### src/rtl/lut_inverse_search.sv
// lut_inverse_search: successive-approximation inverse of a monotonic table with fractional interpolation
module lut_inverse_search #(
    parameter int ADDR_W = 6,
    parameter int DATA_W = 8,
    parameter int FRAC_W = 2
) (
    input  logic                     clk,
    input  logic                     rst,
    input  logic                     tbl_we,
    input  logic [ADDR_W-1:0]        tbl_addr,
    input  logic [DATA_W-1:0]        tbl_data,
    input  logic                     in_valid,
    output logic                     in_ready,
    input  logic [DATA_W-1:0]        y_in,
    output logic                     out_valid,
    input  logic                     out_ready,
    output logic [ADDR_W+FRAC_W-1:0] x_out,
    output logic                     under,
    output logic                     over
);
    localparam int D  = 2 ** ADDR_W;
    localparam int W  = DATA_W + FRAC_W;
    localparam int BW = $clog2(ADDR_W + 1);
    localparam logic [FRAC_W-1:0] FMAX = '1;
    localparam logic [ADDR_W-1:0] IMAX = '1;

    typedef enum logic [1:0] {IDLE, SEARCH, FRAC, DONE} state_t;

    state_t            state;
    logic [DATA_W-1:0] t [D];
    logic [DATA_W-1:0] y_r;
    logic [ADDR_W-1:0] idx, cand, idx_n;
    logic [BW-1:0]     b;
    logic [W-1:0]      d, dy, q;
    logic [FRAC_W-1:0] frac;
    logic              is_under, is_over;

    always_comb begin
        cand     = idx | (ADDR_W'(1) << b);
        idx_n    = idx + ADDR_W'(1);
        d        = W'(t[idx_n]) - W'(t[idx]);
        dy       = W'(y_r) - W'(t[idx]);
        // a zero step only arises from a non-monotonic table; avoid an X divide
        q        = (d == '0) ? W'(FMAX) : (dy << FRAC_W) / d;
        frac     = (q > W'(FMAX)) ? FMAX : q[FRAC_W-1:0];
        is_under = t[0] > y_r;
        is_over  = !is_under && idx == IMAX;
    end

    always_ff @(posedge clk)
        if (tbl_we && state == IDLE) t[tbl_addr] <= tbl_data;

    always_ff @(posedge clk) begin
        if (rst) begin
            state     <= IDLE;
            in_ready  <= 1'b1;
            out_valid <= 1'b0;
            x_out     <= '0;
            under     <= 1'b0;
            over      <= 1'b0;
            y_r       <= '0;
            idx       <= '0;
            b         <= '0;
        end else begin
            case (state)
                IDLE: if (in_valid && in_ready) begin
                    y_r      <= y_in;
                    idx      <= '0;
                    b        <= BW'(ADDR_W - 1);
                    in_ready <= 1'b0;
                    state    <= SEARCH;
                end
                SEARCH: begin
                    if (t[cand] <= y_r) idx <= cand;
                    if (b == '0) state <= FRAC;
                    else b <= b - BW'(1);
                end
                FRAC: begin
                    under     <= is_under;
                    over      <= is_over;
                    x_out     <= is_under ? '0 : is_over ? {idx, {FRAC_W{1'b0}}} : {idx, frac};
                    out_valid <= 1'b1;
                    state     <= DONE;
                end
                DONE: if (out_ready) begin
                    out_valid <= 1'b0;
                    in_ready  <= 1'b1;
                    state     <= IDLE;
                end
                default: state <= IDLE;
            endcase
        end
    end
endmodule
### config.mk
export PLATFORM = sky130hd
export DESIGN_NAME = lut_inverse_search
export DESIGN_NICKNAME = d
export VERILOG_FILES = /design/src/rtl/lut_inverse_search.sv
export SDC_FILE = /design/constraint.sdc
export NUM_CORES = 1
export LEC_CHECK = 0
export CAP_MARGIN = 10
export CORE_ASPECT_RATIO = 1.75
export CORE_UTILIZATION = 59
export CTS_CLUSTER_DIAMETER = 40
export DETAILED_ROUTE_END_ITERATION = 6
export GPL_TIMING_DRIVEN = 0
export MAX_ROUTING_LAYER = met4
export PLACE_DENSITY = 0.81
export SETUP_SLACK_MARGIN = 0.4
export SLEW_MARGIN = 0
export SYNTH_ARGS = -nofsm -noshare
export SYNTH_HDL_FRONTEND = slang
export SYNTH_SLANG_ARGS = --single-unit
export TNS_END_PERCENT = 50
### constraint.sdc
create_clock -name clk -period 20.6 [get_ports clk]
set_input_delay 4.12 -clock clk [delete_from_list [all_inputs] [get_ports clk]]
set_output_delay 4.12 -clock clk [all_outputs]
set_load 0.005 [all_outputs]
Word-level counts from Yosys, hierarchy flattened
Memories as Yosys holds them, arrays and structs flattened. A register that Yosys moved wholly into a read port is not among the register bits.
Index checks and enable logic that the tools add are counted.
{ "op_classes": {"multipliers": 0, "muxes": 23, "magnitude_cmp": 3, "shift": 1, "bitwise_logic": 1, "div": 1, "n_reduce_logical": 16, "n_eq_ne": 9, "add_sub_neg": 4} }
{ "op_table": {"columns": ["operator", "n"], "rows": [
  ["two-way mux 6 bit", 4],
  ["one-hot mux 6 bit (2 select lines)", 1],
  ["AND reduction 3 bit", 4],
  ["divider 10 x 10 -> 10 bit", 1],
  ["> comparator 10 x 2 -> 1 bit (second input constant)", 1],
  ["zero test 10 bit", 1],
  ["two-way mux 10 bit", 1],
  ["two-way mux 2 bit", 5],
  ["subtractor 8 x 8 -> 9 bit", 1],
  ["> comparator 8 bit", 1],
  ["less-or-equal comparator 8 bit", 1],
  ["two-way mux 8 bit", 1],
  ["inequality test 2 bit (second input constant)", 4],
  ["one-hot mux 2 bit (4 select lines)", 1],
  ["subtractor 8 bit", 1],
  ["adder 6 x 1 -> 6 bit (second input constant)", 1],
  ["== test 6 bit (second input constant)", 1],
  ["two-way mux 3 bit", 2],
  ["bitwise OR 6 bit", 1],
  ["one-hot mux 3 bit (2 select lines)", 1],
  ["nonzero test 2 bit", 3],
  ["left shift 1 x 3 -> 6 bit (first input constant)", 1],
  ["two-way mux 1 bit", 5],
  ["== test 2 bit (second input constant)", 2],
  ["other kinds (9)", 13]
]} }
{ "word_totals": {"reg_bits": 31, "n_memories": 1, "in_bits": 27, "ramBits": 512, "romBits": 0, "word_cells": 68, "latchBits": 0} }
{ "mem_list": {"columns": ["memory", "depth", "width", "rd", "rd_clocked_by_memory_dff", "write_ports", "line", "source"], "rows": [
  ["t", 64, 8, 4, 1, 1, "30", "logic [DATA_W-1:0] t [D];"]
]} }

Logic depth before layout (Yosys ltp)
Gate-level depths: netlist (run 1).
An unclocked memory read counts as a cell.
{ "depth": {"ltp_word": 9, "ltp_mapped": 89} }

Worst setup path after synthesis (run 1)
No wires, ideal clock.
{ "synth_timing": {"path_kind": "reg-to-reg", "start": "register idx[1]", "end": "register x_out[0]", "arrival_ns": 17.699, "setup_time_ns": 0.115, "n_path_buf": 9, "setup_slack_ns": 2.786, "required_time_ns": 20.485, "stages_incl_launch_ff": 86, "cell_sequence": "dfxtp_1 > ha_1 > clkbuf_1 > clkbuf_1 > mux4_2 > mux4_2 > mux4_2 > inv_1 > ha_1 > fa_1 > nand2b_1 > a21oi_1 > xnor2_1 > o221ai_1 > or2_2 > clkbuf_1 > o22a_1 > ha_1 > [50 not listed] > a211oi_1 > clkbuf_1 > mux2_2 > ha_1 > a21o_1 > a21oi_1 > o21ai_0 > a21o_1 > a21o_1 > a221o_1 > clkbuf_1 > mux2_2 > ha_1 > a21o_1 > a21o_1 > a21oi_1 > a21oi_1 > o21a_1"} }
{ "synth_between": {"elab_chain_len": 9} }
{ "synth_rtl": {"columns": ["item", "line", "source"], "rows": [
  ["from (decl)", "32", "logic [ADDR_W-1:0] idx, cand, idx_n;"],
  ["from (signal assigned)", "74", "if (t[cand] <= y_r) idx <= cand;"],
  ["adder 6 x 1 -> 6 bit", "40", "idx_n = idx + ADDR_W'(1);"],
  ["memory (64 x 8 bit)", null, null],
  ["subtractor 8 x 8 -> 9 bit", "41", "d = W'(t[idx_n]) - W'(t[idx]);"],
  ["divider 10 x 10 -> 10 bit / zero test 10 bit (equally long branches)", "44", "q = (d == '0) ? W'(FMAX) : (dy << FRAC_W) / d;"],
  ["two-way mux 10 bit", "44", null],
  ["> comparator 10 x 2 -> 1 bit", "45", "frac = (q > W'(FMAX)) ? FMAX : q[FRAC_W-1:0];"],
  ["two-way mux 2 bit", "45", null],
  ["two-way mux 2 bit *", "81", "x_out <= is_under ? '0 : is_over ? {idx, {FRAC_W{1'b0}}} : {idx, frac};"],
  ["two-way mux 8 bit *", "81", null],
  ["to (signal assigned)", "81", null],
  ["to (decl)", "17", "output logic [ADDR_W+FRAC_W-1:0] x_out,"]
]} }
Every way passes the cells marked *; elsewhere a longest branch is shown, timed or not.
A chain may end at the register's enable or synchronous reset.

==> flow_summary.json, run 1 <==
{
  "hold_path_class": "reg2reg",
  "peakVddDrop_v": 0.000193,
  "status": "finished with violations",
  "grt_pass1_vias": 24800,
  "wl_per_cell_um": 46.2,
  "dpl.cell_count": 2865,
  "ys.warnings.count": 0,
  "ys.flop_type": "edfxtp_1",
  "grt_busiest_layer": "met2",
  "fin_area_mm2": 0.0377,
  "vias": 25100,
  "grt_max_degree": 57,
  "start_util": 0.599,
  "ant_nets": 0,
  "hold_viol_final": 0,
  "cp-start-kind": "register",
  "power_mw": 5.97,
  "ys_types": 75,
  "critical_path_class": "reg2reg",
  "final_max_slew_viol_count": 11,
  "grt_use_met2": 0.778,
  "seq_area_frac_synth": 0.485,
  "synth_area_mm2": 0.0332,
  "synth_enable_flop_cells": 512,
  "period_minus_slack_ns": 19.56,
  "insertion_delay_ns": 0.67,
  "post-route-util": 0.679,
  "yosys-top-cells-area": "edfxtp_1 46%, mux4_2 31%, ha_1 3.7%",
  "setup_slack_ns": 1.04,
  "p_per_area_mw_per_mm2": 158,
  "arrival_ns": 20.12,
  "gp_congestion": 1.12,
  "ios": 39,
  "met3_usage": 0.185,
  "slowest_stage": "mux4_2",
  "final_nets": 2373,
  "tns_ns": 0,
  "routed_wl_um": 139000,
  "root_buffer": "clkbuf_16",
  "setup_viol": 0,
  "whs_ns": 0.457,
  "maxSlewHeadroom": -0.0104,
  "dr.pass1.iters": 6,
  "area_growth_pct": 13.5,
  "endpoint_kind": "register",
  "rsz0062_at_grt": "no",
  "syn_inst": 2102,
  "ys_ff_latch": 549,
  "violations": "max-capacitance violations, max-slew violations",
  "cts_tree": "built",
  "cts_inserted_buffers": 58,
  "cp_common_cell": "ha_1",
  "first_iter_violations": 3851,
  "synth.net_count": 2231,
  "global_route.usage.met1": 0.501,
  "ff2ff_path_depth": 81,
  "grt_pass1_wl_um": 190000,
  "maxCapViolCount": 1,
  "hpwlAfterDp_um": 99200,
  "worstPathMaxFanout": 10,
  "rrSetupSlack_ns": 1.04,
  "hp-start": "x_out[7]",
  "die_h_um": 316,
  "drive_gt1_frac": 0.338,
  "fin_worst_skew_ns": 0.0243,
  "async_reset_ff_frac": 0,
  "dp_slack_ns": -2.60,
  "clock.fmax_mhz": 51.1,
  "drcViolationCount": 0,
  "max_stage_delay_ns": 0.60,
  "hold_end": "x_out[7]",
  "min_period_over_period": 0.949,
  "htreeDepth": 2,
  "die_area_mm2": 0.0573,
  "clock_sinks": 549,
  "fillerInstances": 3755,
  "worstReg2RegEnd": "x_out[0]",
  "dpl_cell_area_mm2": 0.0350,
  "cts_buffer_depth": 3,
  "io_buffers": 35,
  "yosys.area.top_type": "edfxtp_1",
  "synth_area_per_cell_um2": 15.8,
  "routed_via_density": 8.35,
  "worstPathRequired_ns": 21.16,
  "die_w_um": 181,
  "netlist.area_leader.share": 0.463,
  "clkSlewWorstSetupHoldPaths_ns": 0.07,
  "hold_depth": 2,
  "layout.cells.non_filler": 3002,
  "fp-row-count": 114,
  "core_mm2": 0.0555,
  "worst_pin_slew_ns": 1.52,
  "power.leakage_nw": 12.1,
  "antenna_found_initial": 17,
  "overflow": 0,
  "grt_use_total": 0.516
}
[how the worst max path moves through the flow]
stage             start       end  slack, ns  cells after the start
6_report       register  x_out[0]       1.04                     81
3_3_place_gp   register  x_out[0]      -3.03                     82
4_1_cts          idx[1]  x_out[0]       0.44                     86
5_1_grt        register  x_out[0]       0.38                     88
2_1_floorplan    idx[1]  x_out[0]       2.79                     85
3_5_place_dp   register  x_out[0]      -2.60                     84
[registers in the layout (all words and copies together) (netlist names), named ones only]
| signal | cells |
|---|---|
| over | 1 |
| t | 512 |
| out_valid | 1 |
| idx | 6 |
| under | 1 |
| state | 2 |
| in_ready | 1 |
| b | 3 |
| y_r | 8 |
| x_out | 8 |
[logic make-up (layout without fill, tap and decap cells)]
logic type,count (synthesis),after routing,share of synthesized area
XOR/XNOR,31,31,0.00818
adder cells (fa/ha/maj),102,102,0.0391
flip-flops,549,549,0.485
buffers and inverters,194,382,0.0235
multiplexers,478,478,0.317
AO/OA/AOI/OAI,313,313,0.0645
AND/OR/NAND/NOR,435,435,0.0620
other,0,16,0
[what timing repair did]
| item | in CTS | in global routing |
|---|---|---|
| setup endpoints to repair | 2 | 2 |
| resized for setup | 133 | 93 |
| hold endpoints to repair | 0 | 0 |
| pin swaps | 4 | 8 |
| hold buffers | 0 | 0 |
| buffers inserted | 5 | 6 |
[routing by layer]
metal / wire length [µm] / vias up
met4: 18800 / 0
li1: - / 9174
met3: 19300 / 917
met1: 36700 / 12400
met2: 63800 / 2596
met5: 0 / -
[power breakdown]
part / leakage [nW] / switching, mW / internal, mW / total, mW
clock network: 0.949 / 0.503 / 0.581 / 1.08
registers: 4.91 / 0.0172 / 1.24 / 1.25
logic: 6.20 / 2.11 / 1.52 / 3.63
total: 12.1 / 2.63 / 3.34 / 5.97
[critical path: cells and delay by family, from the launching register on]
kind	cells	cell delay (ns)
simple gates	17	2.98
compound gates	35	6.91
flops	1	0.53
buf+inv	10	2.74
mux	6	2.59
xor+xnor	2	0.34
fa+ha+maj	11	3.33
[placed cells by master (no fill, tap or decap), types with 24 or more instances in the layout]
cell type,instances
dfxtp_1,36
ha_1,93
clkbuf_1,48
nand2_1,127
edfxtp_1,512
a211oi_1,45
clkbuf_16,61
buf_2,32
o21a_1,31
clkbuf_4,24
a21oi_1,76
buf_4,24
inv_1,44
nor2_1,124
nor3_1,29
mux4_2,459
o21ai_0,30
clkdlybuf4s50_1,27
and2_1,29
[cell type report]
type / instances / area (µm²) / area share
flip-flops and latches: 549 / 16100 / 0.428
well taps: 696 / 871 / 0.0231
multi-input cells: 1359 / 16600 / 0.441
diodes: 16 / 40.0 / 0.00106
clock inverters: 44 / 400 / 0.0106
inverters: 44 / 165 / 0.00438
clock buffers: 62 / 1540 / 0.0409
plain buffers: 150 / 951 / 0.0252
repair buffers: 82 / 971 / 0.0258
[synth_stat cells (all sizes together) (4+ instances only)]
cell	n
edfxtp	512
mux4	459
nor2	129
nand2	127
ha	99
clkbuf	88
a21oi	80
buf	62
a211oi	48
inv	44
dfxtp	37
o21ai	37
and2	34
o21a	32
nor3	30
nand3	24
xnor2	23
a31oi	22
a21o	21
nor2b	18
a311oi	17
nand2b	12
or3	11
mux2i	10
mux2	9
nand3b	9
nand4	9
and3	8
o211ai	8
xor2	8
or2	7
o22ai	5
a31o	4
nand4b	4
o2111a	4
No activity file was read; power rests on OpenSTA's default activity.
==> run 2: changes to the inputs <==
--- a/config.mk
+++ b/config.mk
@@ -8,6 +8,7 @@
 export CAP_MARGIN = 10
 export CORE_ASPECT_RATIO = 1.75
 export CORE_UTILIZATION = 59
+export CTS_BUF_LIST = sky130_fd_sc_hd__clkbuf_2 sky130_fd_sc_hd__clkbuf_4 sky130_fd_sc_hd__clkbuf_8
 export CTS_CLUSTER_DIAMETER = 40
 export DETAILED_ROUTE_END_ITERATION = 6
 export GPL_TIMING_DRIVEN = 0
==> flow_summary.json, run 2 (synthesis results as in run 1) <==
{
  "p_per_area_mw_per_mm2": 157,
  "fin_worst_skew_ns": 0.0413,
  "min_period_over_period": 0.950,
  "slowest_stage": "buf_2",
  "gp_congestion": 1.12,
  "root_buffer": "clkbuf_8",
  "postCtsHoldBufs": 0,
  "peakVddDrop_v": 0.000193,
  "max_stage_delay_ns": 0.61,
  "die_h_um": 316,
  "combPwrFrac": 0.617,
  "p_seq_frac": 0.213,
  "multi_input_area_mm2": 0.0166,
  "grt_use_total": 0.513,
  "ff_latch_area_mm2": 0.0161,
  "worstPathMaxFanout": 10,
  "switching_power_mw": 2.61,
  "cp-start-kind": "register",
  "insertion_delay_ns": 0.76,
  "dr.pass1.iters": 7,
  "hold_path_class": "reg2reg",
  "layout_commonest_cell": "edfxtp_1",
  "drive_gt1_frac": 0.349,
  "vias": 25100,
  "cts_buffer_depth": 3,
  "final_nets": 2402,
  "grt_max_degree": 57,
  "clock_sinks": 549,
  "final_cell_mix": "512 x edfxtp_1, 459 x mux4_2, 127 x nand2_1, 124 x nor2_1, 93 x ha_1",
  "rrSetupSlack_ns": 1.03,
  "drcViolationCount": 1,
  "dpl_cell_area_mm2": 0.0350,
  "clock.fmax_mhz": 51.1,
  "routed_via_density": 8.23,
  "fp-row-count": 114,
  "die_area_mm2": 0.0573,
  "antenna_found_initial": 17,
  "grt_pass1_wl_um": 189000,
  "cp_common_cell": "ha_1",
  "fillerInstances": 3800,
  "cts_tree": "built",
  "worstReg2RegEnd": "x_out[0]",
  "setup_viol": 0,
  "overflow": 0,
  "rsz0062_at_grt": "no",
  "switching_share": 0.442,
  "hp-start": "x_out[7]",
  "core_mm2": 0.0555,
  "period_minus_slack_ns": 19.57,
  "violations": "design-rule violations, max-capacitance violations, max-slew violations",
  "routed_wl_um": 138000,
  "clkSlewWorstSetupHoldPaths_ns": 0.07,
  "grt_pass1_vias": 25000,
  "worstPathRequired_ns": 21.26,
  "hold_depth": 2,
  "top_register": "t",
  "reg.largest.list": "t: 512 flops, x_out: 8 flops, y_r: 8 flops",
  "largest_register_ffs": 512,
  "fin_area_mm2": 0.0375,
  "worst_pin_slew_ns": 2.04,
  "cts_inserted_buffers": 86,
  "final_max_slew_viol_count": 3,
  "area_growth_pct": 13.1,
  "dp_slack_ns": -2.60,
  "ios": 39,
  "status": "finished with violations",
  "setup_slack_ns": 1.03,
  "first_iter_violations": 3966,
  "arrival_ns": 20.23,
  "critical_path_class": "reg2reg",
  "ff2ff_path_depth": 80,
  "endpoint_kind": "register",
  "maxSlewHeadroom": -0.367,
  "power.clock.fraction": 0.171,
  "power.leakage_nw": 12.0,
  "ant_nets": 0,
  "cellInternalPower_mw": 3.29,
  "maxCapViolCount": 1,
  "htreeDepth": 3,
  "hpwlAfterDp_um": 99200,
  "io_buffers": 35,
  "hold_viol_final": 0,
  "wl_per_cell_um": 45.2,
  "endpoint": "x_out[0]",
  "die_w_um": 181,
  "start_util": 0.599
}
[run 2: cell count changes in the layout (fill, tap and decap cells not counted), sizes merged]
cell	before	now
buf	113	112
diode	16	17
clkbuf	153	195
bufinv	2	8
clkinvlp	5	6
inv	63	52
clkinv	18	30
[run 2: layout make-up]
type / count / area share
inverters: 44 / 0.00440
diodes: 17 / 0.00113
flip-flops and latches: 549 / 0.429
well taps: 696 / 0.0232
repair buffers: 83 / 0.0263
clock inverters: 52 / 0.0130
plain buffers: 150 / 0.0255
clock buffers: 102 / 0.0349
multi-input cells: 1359 / 0.442
[run 2: worst min-delay path by stage]
stage	end	slack (ns)
floorplan	x_out[7]	0.45
global route	x_out[3]	0.50
finish	x_out[7]	0.45
global placement	x_out[7]	0.44
detailed placement	x_out[7]	0.44
CTS	x_out[7]	0.45
[run 2: metrics by stage]
stage               hold slack (ns)  setup TNS (ns)  utilization  instances  total power, mW
finish                        0.455               0        0.677       3052             5.90
global route                  0.497               0        0.677       3051             6.14
CTS                           0.453               0        0.669       3024             5.71
detailed placement            0.444           -4.11        0.630       2865             4.65
global placement              0.444           -5.02        0.621       2833             4.56
floorplan                     0.448               0            -       2102             3.63
[run 2: timing repair]
item	in CTS	in global routing
gates resized for setup	139	78
setup buffers	5	5
setup endpoints to repair	2	2
pin swaps	4	10
[run 2: critical path, delay by kind of cell (launching register included)]
family	cells	cell delay, ns
buffers and inverters	9	2.59
flip-flops	1	0.54
AO/OA/AOI/OAI	34	6.72
multiplexers	5	2.20
AND/OR/NAND/NOR	19	3.57
XOR/XNOR	2	0.60
adder cells (fa/ha/maj)	11	3.24
[run 2: power by group through the flow]
stage	logic [mW]	registers [mW]	clock network, mW
after CTS	3.46	1.25	0.993
after floorplan	2.36	1.27	0
after global placement	3.29	1.28	0
after global routing	3.85	1.25	1.03
after detailed placement	3.38	1.28	0
final	3.64	1.25	1.01
[run 2: routing by layer]
metal	vias to the layer above	share of wire	GRT usage
met1	12400	0.27	0.497
met3	869	0.14	0.185
li1	9234	-	-
met5	-	0	-
met2	2601	0.46	0.772
met4	0	0.13	0.525
